<file path="config.mk">
export PLATFORM = sky130hd
export DESIGN_NAME = pixel_scan_scheduler
export DESIGN_NICKNAME = d
export VERILOG_FILES = /design/src/rtl/pixel_scan_scheduler.sv
export SDC_FILE = /design/constraint.sdc
export NUM_CORES = 1
export LEC_CHECK = 0
export BUFFER_PORTS_ARGS = -buffer_cell sky130_fd_sc_hd__buf_4
export CELL_PAD_IN_SITES_DETAIL_PLACEMENT = 1
export CELL_PAD_IN_SITES_GLOBAL_PLACEMENT = 1
export CORE_MARGIN = 1
export CORE_UTILIZATION = 50
export DETAILED_ROUTE_END_ITERATION = 16
export MAX_ROUTING_LAYER = met4
export PLACE_DENSITY = 0.87
export SLEW_MARGIN = 20
export SYNTH_ARGS = -nofsm -noshare
export SYNTH_HDL_FRONTEND = slang
export SYNTH_SLANG_ARGS = --single-unit
</file>
<file path="constraint.sdc">
create_clock -name sysclk -period 6.5 [get_ports sysclk]
set_input_delay 0.325 -clock sysclk [delete_from_list [all_inputs] [get_ports sysclk]]
set_output_delay 0.325 -clock sysclk [all_outputs]
set_load 0.01 [all_outputs]
</file>
<file path="src/rtl/pixel_scan_scheduler.sv">
`default_nettype none
// ============================================================================
// Module   : pixel_scan_scheduler
// Purpose  : Raster pixel sequencer for the path tracer, with a tag delay line
//            that names the pixel whose tracer result is valid each cycle.
// Revision : 1.0 - initial release
// ============================================================================
module pixel_scan_scheduler #(
  parameter int H_RES    = 800,
  parameter int V_RES    = 600,
  parameter int CW       = 10,
  parameter int PIPE_LAT = 8
) (
  input  logic          sysclk,
  input  logic          rst,
  input  logic          start,
  input  logic          stall,
  output logic [CW-1:0] pixel_x,
  output logic [CW-1:0] pixel_y,
  output logic          pix_valid,
  output logic          busy,
  output logic          res_valid,
  output logic [CW-1:0] res_x,
  output logic [CW-1:0] res_y,
  output logic          res_last,
  output logic          frame_done
);

  typedef enum logic [1:0] {
    S_IDLE  = 2'd0,
    S_SCAN  = 2'd1,
    S_DRAIN = 2'd2,
    S_DONE  = 2'd3
  } state_t;

  localparam logic [CW-1:0] c_x_last = CW'(H_RES - 1);
  localparam logic [CW-1:0] c_y_last = CW'(V_RES - 1);
  localparam int            c_tail   = PIPE_LAT - 1;

  state_t        r_state;
  state_t        w_state_nxt;
  logic [CW-1:0] r_x;
  logic [CW-1:0] r_y;
  logic          w_pix_valid;
  logic          w_is_last;
  logic          w_busy;
  logic          w_frame_done;

  logic [PIPE_LAT-1:0] r_dl_valid;
  logic [PIPE_LAT-1:0] r_dl_last;
  logic [CW-1:0]       r_dl_x [PIPE_LAT];
  logic [CW-1:0]       r_dl_y [PIPE_LAT];

  assign w_is_last = (r_x == c_x_last) && (r_y == c_y_last);

  always_comb begin
    w_state_nxt  = r_state;
    w_pix_valid  = 1'b0;
    w_busy       = 1'b0;
    w_frame_done = 1'b0;
    case (r_state)
      S_IDLE: begin
        if (start && !stall) w_state_nxt = S_SCAN;
      end
      S_SCAN: begin
        w_busy      = 1'b1;
        w_pix_valid = !stall;
        if (!stall && w_is_last) w_state_nxt = S_DRAIN;
      end
      S_DRAIN: begin
        w_busy = 1'b1;
        if (res_last) w_state_nxt = S_DONE;
      end
      S_DONE: begin
        w_frame_done = 1'b1;
        w_state_nxt  = S_IDLE;
      end
      default: w_state_nxt = S_IDLE;
    endcase
  end

  always_ff @(posedge sysclk) begin
    if (rst) r_state <= S_IDLE;
    else     r_state <= w_state_nxt;
  end

  // Counters return to (0,0) after the final pixel so they read 0 once idle.
  always_ff @(posedge sysclk) begin
    if (rst || r_state == S_IDLE) begin
      r_x <= '0;
      r_y <= '0;
    end else if (w_pix_valid) begin
      if (w_is_last) begin
        r_x <= '0;
        r_y <= '0;
      end else if (r_x == c_x_last) begin
        r_x <= '0;
        r_y <= r_y + 1'b1;
      end else begin
        r_x <= r_x + 1'b1;
      end
    end
  end

  always_ff @(posedge sysclk) begin
    if (rst) begin
      r_dl_valid <= '0;
      r_dl_last  <= '0;
      for (int i = 0; i < PIPE_LAT; i++) begin
        r_dl_x[i] <= '0;
        r_dl_y[i] <= '0;
      end
    end else if (!stall) begin
      r_dl_valid[0] <= w_pix_valid;
      r_dl_last[0]  <= w_pix_valid & w_is_last;
      r_dl_x[0]     <= r_x;
      r_dl_y[0]     <= r_y;
      for (int i = 1; i < PIPE_LAT; i++) begin
        r_dl_valid[i] <= r_dl_valid[i-1];
        r_dl_last[i]  <= r_dl_last[i-1];
        r_dl_x[i]     <= r_dl_x[i-1];
        r_dl_y[i]     <= r_dl_y[i-1];
      end
    end
  end

  assign pixel_x    = r_x;
  assign pixel_y    = r_y;
  assign pix_valid  = w_pix_valid;
  assign busy       = w_busy;
  assign frame_done = w_frame_done;
  // A held tail must not be reported twice while the tracer is stalled.
  assign res_valid  = r_dl_valid[c_tail] & ~stall;
  assign res_x      = r_dl_x[c_tail];
  assign res_y      = r_dl_y[c_tail];
  assign res_last   = r_dl_last[c_tail] & res_valid;

endmodule
`default_nettype wire
</file>
==> results.yml <==
status:
  status: "finished, final reports clean"
clock_tree:
  cts_max_level: 4
  cts_max_path_buffers: 2
  cts_sinks: 198
  clkTransAtPathRegs_ns: 0.07
  cts_tree: "done"
  clkLatencyLatePin_ns: 0.43
  holdBufCountCts: 0
  cts_root_buffer: "clkbuf_16"
  cts_setup_buffers: 0
  numCtsBuffers: 17
  cts_resized: 0
floorplan:
  ios: 49
  rows: 45
  start_util: 0.5123
  die_w_um: 126.8
  core_sq_um: 15200
  die_h_um: 126.8
  dieArea_sq_um: 16080
synthesis:
  netlist.area_leader.share: 0.6169
  synth-edff-count: 160
  synth_area_sq_um: 7789
  synth_ff_type: "edfxtp_1"
  synth_area_leaders: "edfxtp_1 (62%), dfxtp_1 (9.8%), and2_1 (9.6%), nor2b_1 (3.5%), mux2i_1 (2.2%)"
  ys_types: 41
  netlist_instances: 556
  ys_async_sr_fraction: 0
  ys_warn_count: 0
  syn_avg_cell_area_sq_um: 14.01
  yosys.area.top_type: "edfxtp_1"
  synth_seq_area_share: 0.7145
  synth-seq-cells: 198
  synth_nets: 566
global_route:
  grt-ovfl-total: 0
  antenna_found_initial: 0
  grt_max_degree: 119
  grt_util_all_layers: 0.1740
  grt_pass1_vias: 4203
  grt_pass1_wl_mm: 20.40
routing:
  wl_mm: 12.55
  first_pass_iters: 4
  vias: 4048
  post-route-drc-count: 0
  ant_nets: 0
  wire_per_inst_um: 16.03
  drt_iter0_drc: 224
  viasPerCell: 5.170
worst_setup_path:
  crit_chain: "inv_1 -> ha_1 -> nor2b_1 -> nand4_1 -> or3b_2 -> a21boi_0"
  cp_top_family: "simple AND/OR/NAND/NOR gates"
  path_class: "flop to flop"
  cpPeakStageDelay_ns: 0.66
  crit_fanout: 14
  worst_ep_required_time_ns: 6.86
  critPathArrivalTime_ns: 3.28
  cp-start-kind: "flop"
  critPathSlowestCell: "nand4_1"
  cp_num_buf_inv: 1
  end_kind: "flop"
cells_and_area:
  fin_util: 0.5802
  mostFrequentLayoutCells: "edfxtp_1 (160), and2_1 (120), buf_4 (50), nor2b_1 (44), dfxtp_1 (38)"
  n_fill_cell: 1441
  fin_area_sq_um: 8820
  finalNetCount: 592
  antenna_cells: 0
  syn_to_final_growth_pct: 13.24
  final_common_cell: "edfxtp_1"
  drive_gt1_frac: 0.1513
timing:
  drv_slew: 0
  rsz0062_at_grt: "no"
  min_period_ns: 2.926
  max_slew_margin: 0.3955
  clock_skew_ns: 0.009883
  fin_tns_setup_ns: 0
  tightest_slew_ns: 0.9067
  finalHoldViolations: 0
  period_share: 0.4502
  setup_violations: 0
  fmax_ghz: 0.3418
  worst_slack_ns: 3.574
power:
  p_seq_frac: 0.533
  clkPwrFrac: 0.393
  leakage_nw: 3.385
  swShare: 0.2191
  intPower_mw: 2.145
  total_power_mw: 2.747
  power_frac_comb: 0.074
  powerDensity_nw_per_um2: 311.5
  p_sw_mw: 0.6020
  ir_drop_v: 0.0002072
placed_design:
  gp_congestion: 0.7888
  port_buffers: 48
  dpl.hpwl_mm: 7.826
  dp_slack_ns: 3.269
  placed_cell_area_sq_um: 8170
hold_path:
  hold_class: "input pin to flop"
run:
  maxCapViolCount: 0
[area by class of cell]
| cell class | instances | area (sq um) | share of cell area |
|---|---|---|---|
| timing repair buffer | 51 | 395.4 | 0.04483 |
| sequential | 198 | 5565 | 0.6310 |
| clock inverter | 11 | 103.9 | 0.01177 |
| tap | 188 | 235.2 | 0.02667 |
| inverter | 6 | 22.52 | 0.002554 |
| multi-input combinational | 308 | 1972 | 0.2236 |
| clock buffer | 21 | 525.5 | 0.05958 |
[metal layers]
metal | wire length (um) | up-vias | track usage
met3 | 352 | 18 | 0.03965
li1 | - | 1971 | -
met4 | 224 | 0 | 0.07983
met5 | 0 | - | -
met2 | 6838 | 73 | 0.3151
met1 | 5137 | 1986 | 0.1788
[worst register-to-register path, cell delays in order (launching register included)]
cell	delay [ns]
dfxtp_1	0.35
inv_1	0.12
ha_1	0.32
nor2b_1	0.59
nand4_1	0.66
or3b_2	0.65
a21boi_0	0.17
[flip-flops by register name (all words and copies together), names as in the netlist]
name        cells
r_dl_last       8
r_dl_x         80
r_dl_valid      8
r_dl_y         80
r_state         2
pixel_y        10
pixel_x        10
[Yosys cell counts (all sizes together), types with 2 or more instances]
library cell and count:
nand3 6, o21ai 9, mux2i 17, ha 6, inv 6, nor2b 44
and2 121, nor4bb 2, or4 2, xnor2 6, nor3 7, clkbuf 20
nor4 2, xor2 4, nand2 12, dfxtp 38, a21oi 9, o311ai 2
or3 7, edfxtp 160, buf 24, nand4 7, nor2 33
[kinds of logic after synthesis]
kind of cell,synth area share
muxes,0.02185
DFF,0.7145
adders and majority gates,0.009638
xor gates and xnor gates,0.01124
buffers and inverters,0.03421
and+or+nand+nor,0.1892
AOI/OAI and AO/OA,0.01928
[power by group through the flow]
| stage | combinational [mW] | sequential [mW] | clock, mW |
|---|---|---|---|
| floorplan | 0.152 | 1.49 | 0 |
| global placement | 0.186 | 1.48 | 0 |
| detailed placement | 0.204 | 1.49 | 0 |
| CTS | 0.205 | 1.47 | 1.10 |
| global route | 0.224 | 1.47 | 1.15 |
| finish | 0.204 | 1.46 | 1.08 |
[metrics by stage]
stage                     instances  hold slack [ns]
final                           783           0.3939
after global routing            783           0.4079
after CTS                       782           0.3718
after detailed placement        750           0.4903
after global placement          750           0.4750
after floorplan                 556           0.4601
[final timing paths]
kind / start / endpoint / slack (ns) / cells past startpoint
max: r_state[1] / pixel_y[1] / 3.57 / 6
min: stall / r_dl_valid[0] / 0.39 / 3
max reg2reg: r_state[1] / pixel_y[1] / 3.57 / 6
min reg2reg: r_dl_valid[3] / r_dl_valid[3] / 0.50 / 2
(Power assumes the default switching activity.)
